--- config.mk ---
export PLATFORM = sky130hd
export DESIGN_NAME = unsigned_to_signed_rx_flat
export DESIGN_NICKNAME = d
export VERILOG_FILES = /design/src/rtl/unsigned_to_signed_rx_if.sv /design/src/rtl/unsigned_to_signed_rx.sv /design/src/flat_wrapper.sv
export SDC_FILE = /design/constraint.sdc
export NUM_CORES = 1
export LEC_CHECK = 0
export ABC_AREA = 1
export ABC_CLOCK_PERIOD_IN_PS = 1800
export BUFFER_PORTS_ARGS = -buffer_cell sky130_fd_sc_hd__buf_2
export CAP_MARGIN = 20
export CORE_MARGIN = 3
export CORE_UTILIZATION = 48
export CTS_CLUSTER_SIZE = 10
export DETAILED_ROUTE_END_ITERATION = 7
export PLACE_DENSITY = 0.85
export SLEW_MARGIN = 25
export SYNTH_ARGS = -nofsm -noshare
export SYNTH_HDL_FRONTEND = slang
export SYNTH_SLANG_ARGS = --single-unit
--- constraint.sdc ---
create_clock -name clk -period 1.8 [get_ports clk]
set_input_delay 0.27 -clock clk [delete_from_list [all_inputs] [get_ports clk]]
set_output_delay 0.27 -clock clk [all_outputs]
set_load 0.1 [all_outputs]
--- src/rtl/unsigned_to_signed_rx_if.sv ---
// Sample hand-off bundle for unsigned_to_signed_rx: two independent valid/ready channels.
interface unsigned_to_signed_rx_if;
  logic [15:0] sample_a;
  logic [15:0] sample_b;
  logic        valid_a;
  logic        valid_b;
  logic        ready_a;
  logic        ready_b;

  modport master (output sample_a, sample_b, valid_a, valid_b, input ready_a, ready_b);
  modport slave  (input sample_a, sample_b, valid_a, valid_b, output ready_a, ready_b);
endinterface

--- src/rtl/unsigned_to_signed_rx.sv ---
// Serial DAC-code receiver: decodes 16-bit frames into signed channel A/B samples.
// Optional offset removal with saturation is enabled by defining OFFSET_REMOVE_EN.
module unsigned_to_signed_rx #(
  parameter int FRAME_BITS  = 16,
  parameter int SYNC_STAGES = 2
) (
  input  logic                    clk,
  input  logic                    reset,
  input  logic                    en,
  input  logic                    sclk,
  input  logic                    cs_n,
  input  logic                    sdi,
  input  logic [15:0]             off1,
  input  logic [15:0]             off2,
  unsigned_to_signed_rx_if.master smp,
  output logic                    overrun,
  output logic                    frame_err
);
  localparam logic [4:0] FB = 5'(FRAME_BITS);

  typedef enum logic [1:0] {IDLE, SHIFT, DECODE, OUTPUT} state_t;
  state_t state_reg, state_next;

  logic [SYNC_STAGES-1:0] sclk_sync_reg, cs_sync_reg, sdi_sync_reg;
  logic                   sclk_prev_reg, cs_prev_reg;
  logic                   sclk_s, cs_s, sdi_s;
  logic                   sclk_rise, cs_fall, cs_rise;

  logic [FRAME_BITS-1:0]  shift_reg;
  logic [4:0]             cnt_reg;
  logic                   frame_err_reg;
  logic [15:0]            dec_reg, dec_next;
  logic                   chan_reg;
  logic                   overrun_reg;

  logic cnt_clr, shift_en, err_set, decode_en, load_en;

  // sdi goes through the same depth as sclk so a bit stays aligned with its clock edge
  always_ff @(posedge clk) begin
    if (reset) begin
      sclk_sync_reg <= '0;
      cs_sync_reg   <= '1;
      sdi_sync_reg  <= '0;
      sclk_prev_reg <= 1'b0;
      cs_prev_reg   <= 1'b1;
    end else begin
      sclk_sync_reg <= {sclk_sync_reg[SYNC_STAGES-2:0], sclk};
      cs_sync_reg   <= {cs_sync_reg[SYNC_STAGES-2:0], cs_n};
      sdi_sync_reg  <= {sdi_sync_reg[SYNC_STAGES-2:0], sdi};
      sclk_prev_reg <= sclk_s;
      cs_prev_reg   <= cs_s;
    end
  end

  assign sclk_s    = sclk_sync_reg[SYNC_STAGES-1];
  assign cs_s      = cs_sync_reg[SYNC_STAGES-1];
  assign sdi_s     = sdi_sync_reg[SYNC_STAGES-1];
  assign sclk_rise = sclk_s & ~sclk_prev_reg;
  assign cs_fall   = ~cs_s & cs_prev_reg;
  assign cs_rise   = cs_s & ~cs_prev_reg;

  always_ff @(posedge clk) begin
    if (reset) state_reg <= IDLE;
    else       state_reg <= state_next;
  end

  always_comb begin
    state_next = state_reg;
    case (state_reg)
      IDLE:    if (cs_fall && en) state_next = SHIFT;
      SHIFT:   if (cs_rise) state_next = (cnt_reg == FB) ? DECODE : IDLE;
      DECODE:  state_next = OUTPUT;
      OUTPUT:  state_next = IDLE;
      default: state_next = IDLE;
    endcase
  end

  always_comb begin
    cnt_clr   = (state_reg == IDLE);
    shift_en  = (state_reg == SHIFT) && sclk_rise && !cs_s;
    err_set   = (state_reg == SHIFT) && cs_rise && (cnt_reg != FB);
    decode_en = (state_reg == DECODE);
    load_en   = (state_reg == OUTPUT);
  end

  // Counter parks at FRAME_BITS+1 so an over-long frame can never look complete
  always_ff @(posedge clk) begin
    if (reset) begin
      cnt_reg       <= '0;
      shift_reg     <= '0;
      frame_err_reg <= 1'b0;
    end else begin
      frame_err_reg <= err_set;
      if (cnt_clr) begin
        cnt_reg <= '0;
      end else if (shift_en) begin
        if (cnt_reg < FB) begin
          shift_reg <= {shift_reg[FRAME_BITS-2:0], sdi_s};
          cnt_reg   <= cnt_reg + 5'd1;
        end else begin
          cnt_reg <= FB + 5'd1;
        end
      end
    end
  end

  logic [16:0] code17, raw17;
  assign code17 = {5'b0, shift_reg[11:0]};
  assign raw17  = shift_reg[FRAME_BITS-1] ? (code17 - 17'd2047) : (17'd2048 - code17);

`ifdef OFFSET_REMOVE_EN
  logic [15:0] off_sel;
  logic [16:0] diff17;
  assign off_sel = shift_reg[FRAME_BITS-1] ? off2 : off1;
  assign diff17  = raw17 - {off_sel[15], off_sel};
  always_comb begin
    dec_next = diff17[15:0];
    if (diff17[16] != diff17[15]) dec_next = diff17[16] ? 16'h8000 : 16'h7FFF;
  end
`else
  logic unused_off;
  assign unused_off = &{1'b0, off1, off2, raw17[16]};
  assign dec_next   = raw17[15:0];
`endif

  always_ff @(posedge clk) begin
    if (reset) begin
      dec_reg  <= '0;
      chan_reg <= 1'b0;
    end else if (decode_en) begin
      dec_reg  <= dec_next;
      chan_reg <= shift_reg[FRAME_BITS-1];
    end
  end

  logic [15:0] smp_reg [2];
  logic [1:0]  valid_reg, rdy, ovr_set;
  assign rdy = {smp.ready_b, smp.ready_a};

  for (genvar gi = 0; gi < 2; gi++) begin : g_chan
    logic load_hit;
    assign load_hit    = load_en && (chan_reg == 1'(gi));
    assign ovr_set[gi] = load_hit && valid_reg[gi] && !rdy[gi];

    // A new sample only displaces an unconsumed one when it is being handed off this cycle
    always_ff @(posedge clk) begin
      if (reset) begin
        smp_reg[gi]   <= '0;
        valid_reg[gi] <= 1'b0;
      end else if (load_hit && !(valid_reg[gi] && !rdy[gi])) begin
        smp_reg[gi]   <= dec_reg;
        valid_reg[gi] <= 1'b1;
      end else if (valid_reg[gi] && rdy[gi]) begin
        valid_reg[gi] <= 1'b0;
      end
    end
  end

  always_ff @(posedge clk) begin
    if (reset)         overrun_reg <= 1'b0;
    else if (|ovr_set) overrun_reg <= 1'b1;
  end

  assign smp.sample_a = smp_reg[0];
  assign smp.sample_b = smp_reg[1];
  assign smp.valid_a  = valid_reg[0];
  assign smp.valid_b  = valid_reg[1];
  assign overrun      = overrun_reg;
  assign frame_err    = frame_err_reg;
endmodule

--- src/flat_wrapper.sv ---
// flat-port wrapper written by rule: the top's interface ports become plain ports
module unsigned_to_signed_rx_flat 
#(
  parameter int FRAME_BITS  = 16,
  parameter int SYNC_STAGES = 2
)
  (clk, reset, en, sclk, cs_n, sdi, off1, off2, overrun, frame_err, smp_sample_a, smp_sample_b, smp_valid_a, smp_valid_b, smp_ready_a, smp_ready_b);
  unsigned_to_signed_rx_if smp_i ();
  input  logic clk;
  input  logic reset;
  input  logic en;
  input  logic sclk;
  input  logic cs_n;
  input  logic sdi;
  input  logic [15:0] off1;
  input  logic [15:0] off2;
  output logic overrun;
  output logic frame_err;
  output wire logic [$bits(smp_i.sample_a)-1:0] smp_sample_a;
  output wire logic [$bits(smp_i.sample_b)-1:0] smp_sample_b;
  output wire logic [$bits(smp_i.valid_a)-1:0] smp_valid_a;
  output wire logic [$bits(smp_i.valid_b)-1:0] smp_valid_b;
  input wire logic [$bits(smp_i.ready_a)-1:0] smp_ready_a;
  input wire logic [$bits(smp_i.ready_b)-1:0] smp_ready_b;
  assign smp_sample_a = smp_i.sample_a;
  assign smp_sample_b = smp_i.sample_b;
  assign smp_valid_a = smp_i.valid_a;
  assign smp_valid_b = smp_i.valid_b;
  assign smp_i.ready_a = smp_ready_a;
  assign smp_i.ready_b = smp_ready_b;
  unsigned_to_signed_rx #(.FRAME_BITS(FRAME_BITS), .SYNC_STAGES(SYNC_STAGES)) u_core (.clk(clk), .reset(reset), .en(en), .sclk(sclk), .cs_n(cs_n), .sdi(sdi), .off1(off1), .off2(off2), .smp(smp_i), .overrun(overrun), .frame_err(frame_err));
endmodule
Word level (Yosys, flattened, before mapping) --
Memories as Yosys holds them, arrays and structs flattened. Index checks and enable logic that the tools add are counted.
Word-level totals: register bits after elaboration 52, RAM bits 32, memories kept 1, word-level logic and storage cells 85, bits of input ports 40
Cells by class: bitwise gates (word level) 10, reductions and logical operators 29, multiplexer cells 20, eq/ne operators 7, magnitude comparators 1, add/sub/neg operators 3
Memories:
- u_core.smp_reg | words 2, width 16, rd ports 2, clocked after memory_dff 0, wr ports 2, RTL line unsigned_to_signed_rx.sv:136 | logic [15:0] smp_reg [2];
Operator list (count):
- 16-bit two-way mux | 3
- 1-bit logical AND | 17
- 12-bit by 11-bit subtractor with 13-bit output (second input constant) | 1
- 12-bit by 12-bit subtractor with 13-bit output (first input constant) | 1
- 1-bit two-way mux | 12
- 2-bit case mux with 4 select lines | 1
- 2-bit two-way mux | 3
- 5-bit by 1-bit adder with 5-bit output (second input constant) | 1
- 5-bit equality test (second input constant) | 1
- 1-bit logical NOT | 5
- 5-bit < comparator (second input constant) | 1
- 5-bit two-way mux | 1
- 5-bit != test (second input constant) | 1
- 1-bit NOT | 5
- 2-bit equality test (second input constant) | 2
- 2-bit nonzero test | 2
- 2-bit OR reduction | 2
- 1-bit AND | 3
- 3-bit AND reduction | 1
- 2-bit by 1-bit equality test with 1-bit output (second input constant) | 1
- 2-bit logical NOT | 1
- 2-bit by 1-bit != test with 1-bit output (second input constant) | 1
- 2-bit != test (second input constant) | 1
- 1-bit OR | 2
- 2-bit AND reduction | 1

Logic depth before layout (Yosys ltp) --
depth after elaboration 8, mapped depth 10, depth with buffers taken out 10

Worst setup path after synthesis --
No wires, ideal clock.
path type register to register, from register u_core.valid_reg[0] (netlist: u_core.smp.valid_a), to memory u_core.smp_reg[0][0], enable pin, slack -0.422 ns, arrival 1.821 ns, stages on the path, launching flop included 4, required time 1.399 ns, cell sequence dfxtp_1 -> inv_1 -> nor2_1 -> o21ai_0
RTL lines:
- start: declaration | RTL line unsigned_to_signed_rx.sv:137 | logic [1:0] valid_reg, rdy, ovr_set;
- start signal: indexed assignment | RTL line unsigned_to_signed_rx.sv:149 | valid_reg[gi] <= 1'b0;
- start signal: indexed assignment | RTL line unsigned_to_signed_rx.sv:152 | valid_reg[gi] <= 1'b1;
- start signal: indexed assignment | RTL line unsigned_to_signed_rx.sv:154 | valid_reg[gi] <= 1'b0;
- end: declaration | RTL line unsigned_to_signed_rx.sv:136

Worst setup path in the final report --
from register u_core.shift_reg[1], to register u_core.dec_reg[14]
On the way: longest elaborated chain between the ends 2, elaborated cells on any way between the ends 3, those cells by class 2 x add/sub; 1 x mux
Ends and longest elaborated chain:
- start: declaration | RTL line unsigned_to_signed_rx.sv:29 | logic [FRAME_BITS-1:0] shift_reg;
- start signal: assignment | RTL line unsigned_to_signed_rx.sv:98 | shift_reg <= {shift_reg[FRAME_BITS-2:0], sdi_s};
- 12-bit by 12-bit subtractor with 13-bit output or 12-bit by 11-bit subtractor with 13-bit output (tied branches) | RTL line unsigned_to_signed_rx.sv:109 | assign raw17 = shift_reg[FRAME_BITS-1] ? (code17 - 17'd2047) : (17'd2048 - code17);
- 16-bit two-way mux (*) | RTL line unsigned_to_signed_rx.sv:109
- end signal: assignment | RTL line unsigned_to_signed_rx.sv:131 | dec_reg <= dec_next;
- end: declaration | RTL line unsigned_to_signed_rx.sv:32 | logic [15:0] dec_reg, dec_next;
Every way passes the cells marked *; elsewhere a longest branch is shown, timed or not. A chain may end at the register's enable or synchronous reset.

==> key figures <==
Power and ir drop
  – Cell leakage power: 0.001532 uW
  – Pwr/cell area: 915.4 nW/um^2
  – Worst vdd ir: 0.0004944 V

Clocking
  – Clk sinks: 75
  – Hold-fix buffers, CTS: 0
  – CTS root buffer: clkbuf_8
  – Worst-path clk slew: 80 ps
  – Clock Path Buffers: 2
  – CTS tree: yes
  – Post-CTS sizing: 0
  – TritonCTS buffer count: 9
  – # H-tree levels: 3
  – Clk_lat worst skew: 350 ps
  – Postcts setup bufs: 0

STA
  – RSZ-0062 raised after global routing: no
  – F_max: 664.1 MHz
  – Final period util: 0.8365
  – Relative slew slack: 0.6724
  – Least-Margin Pin Slew: 494.8 ps
  – Fin Setup TNS: 0 ps
  – Final Hold Vio Count: 0
  – Tmin final: 1506 ps
  – Layout Skew: 11.30 ps
  – Final Setup Violations: 0
  – Final Max Slew Viols: 0
  – Hold slack: 101.4 ps

Route
  – Post-Route WL: 6.063 mm
  – DRC viols: 0
  – Drt wl/cell: 11.73 um
  – Initial drt markers: 138
  – ANT nets after route: 0
  – Vias per cell: 4.897
  – DR pass1 iterations: 4
  – Vias: 2532

Critical path
  – CP startpoint kind: flop
  – Crit path DAT: 1750 ps
  – Highest cell delay on the worst timing path: 430 ps
  – Critical Path Sink Type: flop
  – CP max FO: 6
  – CP Data Required Time: 2050 ps
  – CP top delay family: simple AND/OR/NAND/NOR gates
  – Worst path bufs/invs: 0
  – Slowest stage cell, crit path: dfxtp_1
  – Reg-to-reg slack, setup: 290 ps
  – CP dominant cell by count: nor2_1
  – Setup Crit Path Kind: flop to flop
  – Crit path cell chain: ha_1 -> nand3_1 -> nor2_1 -> nand2_1 -> o21ai_0 -> nand2_1 -> nor2_1 -> nor2_1

Cells and area
  – Synth-to-layout area growth: 14.97%
  – Post-route cell area: 3737 sq um
  – # nets final: 479
  – Antenna cells: 0
  – Max FFs per register: 26
  – Final Core Density: 0.5787
  – Share of cells above drive strength 1: 0.1818

Floorplan
  – # rows: 29
  – Starting Density: 0.5033
  – DIE AREA: 7795 sq um
  – Die Ht: 88.29 um
  – Die X: 88.29 um
  – IO Pins: 76
  – Core ar.: 6459 sq um

Outcome
  – Status: finished clean

Min path
  – Hold Path Class: input port to flop

Placement
  – Port-buffer cells: 43
  – Routability cong.: 0.9141
  – Placed Instance Area: 3523 sq um
  – HPWL Detailed: 4.352 mm

Synth
  – Syn Area/Cell: 8.271 sq um
  – Synth unique cells: 31
  – Yosys top cell by area: dfxtp_1
  – Syn_nets: 437
  – Synth warn: 0
  – Post-synth top area share: 0.3018
  – Largest cells by area after synthesis: dfxtp_1, edfxtp_1, nor2_1
  – Area of the mapped netlist: 3251 sq um
  – Synthesized flop and latch total: 75
  – Seq/Total Area, Yosys: 0.5420
  – Cell count after synthesis: 393

Global route
  – Global-route wire length before repair: 10.15 mm
  – Number of global-route vias before repair: 2357
  – Gr usage total: 0.1671
  – Initial antenna violation count: 0
  – GRT Residual Overflow: 0
  – Largest net degree at the start of global routing: 27

Job
  – Max cap viols: 0
==> layout by cell type, fill, tap and decap left out, types with 2 or more instances in the layout <==
master / n
edfxtp_1: 26
xor2_1: 3
o21ai_0: 28
buf_4: 6
a21oi_2: 5
nor2_1: 68
dfxtp_2: 2
clkbuf_8: 9
inv_1: 54
nand2_1: 58
nand3_1: 18
o21ai_1: 9
ha_1: 4
buf_2: 43
nor3_1: 5
a31oi_1: 2
or2_2: 2
nor2_2: 2
a21oi_1: 29
dfxtp_1: 47
nand3b_1: 2
==> cells in the mapped netlist, drive strengths merged <==
cell type	n
edfxtp	26
a31oi	2
nand3b	2
a221oi	1
nand4	1
o22ai	1
inv	55
a22oi	1
or2	2
clkbuf	10
o21bai	1
ha	4
xor2	3
nor2	71
o21ai	37
a21oi	34
nand3	19
buf	9
clkinv	1
nand2	58
nor3b	1
dfxtp	49
nor3	5
==> worst paths after layout <==
kind / from / end / cells past startpoint
max: u_core.shift_reg[1] / u_core.dec_reg[14] / 8
min: cs_n / u_core.cs_sync_reg[0] / 2
max reg2reg: u_core.shift_reg[1] / u_core.dec_reg[14] / 8
min reg2reg: u_core.sclk_sync_reg[0] / u_core.sclk_sync_reg[1] / 2
==> routing by layer <==
| metal | track usage | wire length [um] |
|---|---|---|
| met3 | 0.04842 | 301 |
| met4 | 0.07555 | 115 |
| met2 | 0.2774 | 2906 |
| met1 | 0.2008 | 2740 |
| met5 | 0 | 0 |
==> final cells by class <==
class	count	area [sq um]
inverters	56	210.2
clock buffers	11	156.4
well taps	77	96.34
clock inverters	5	57.56
multi-input cells	243	1172
flip-flops and latches	75	1764
repair buffers	50	280.3
fillers	557	2721
==> where the power goes <==
part / leakage [uW] / internal, uW / switching, uW
logic: 0.000758 / 37.4 / 238
clock network: 0.000109 / 743 / 618
registers: 0.000666 / 1770 / 9.48
==> logic make-up after synthesis <==
| logic type | synth area share |
|---|---|
| AND/OR/NAND/NOR | 0.2090 |
| flip-flops | 0.5420 |
| adder cells (fa/ha/maj) | 0.01540 |
| AO/OA/AOI/OAI | 0.1282 |
| XOR/XNOR | 0.008085 |
| buffers and inverters | 0.09738 |
==> worst register-to-register path, stage by stage (launching register included) <==
cell and delay [ps]:
dfxtp_1 430, ha_1 240, nand3_1 90, nor2_1 200, nand2_1 100, o21ai_0 160
nand2_1 60, nor2_1 90, nor2_1 40
==> per-stage QoR <==
stage | std cells | setup slack, ps | total power [uW]
final | 517 | 294.2 | 3421
after global routing | 517 | 56.06 | 3527
after CTS | 517 | 297.2 | 3452
after detailed placement | 501 | 312.1 | 2102
after global placement | 501 | 335.8 | 2096
after floorplan | 393 | 134.7 | 2060
(Power assumes the default switching activity.)
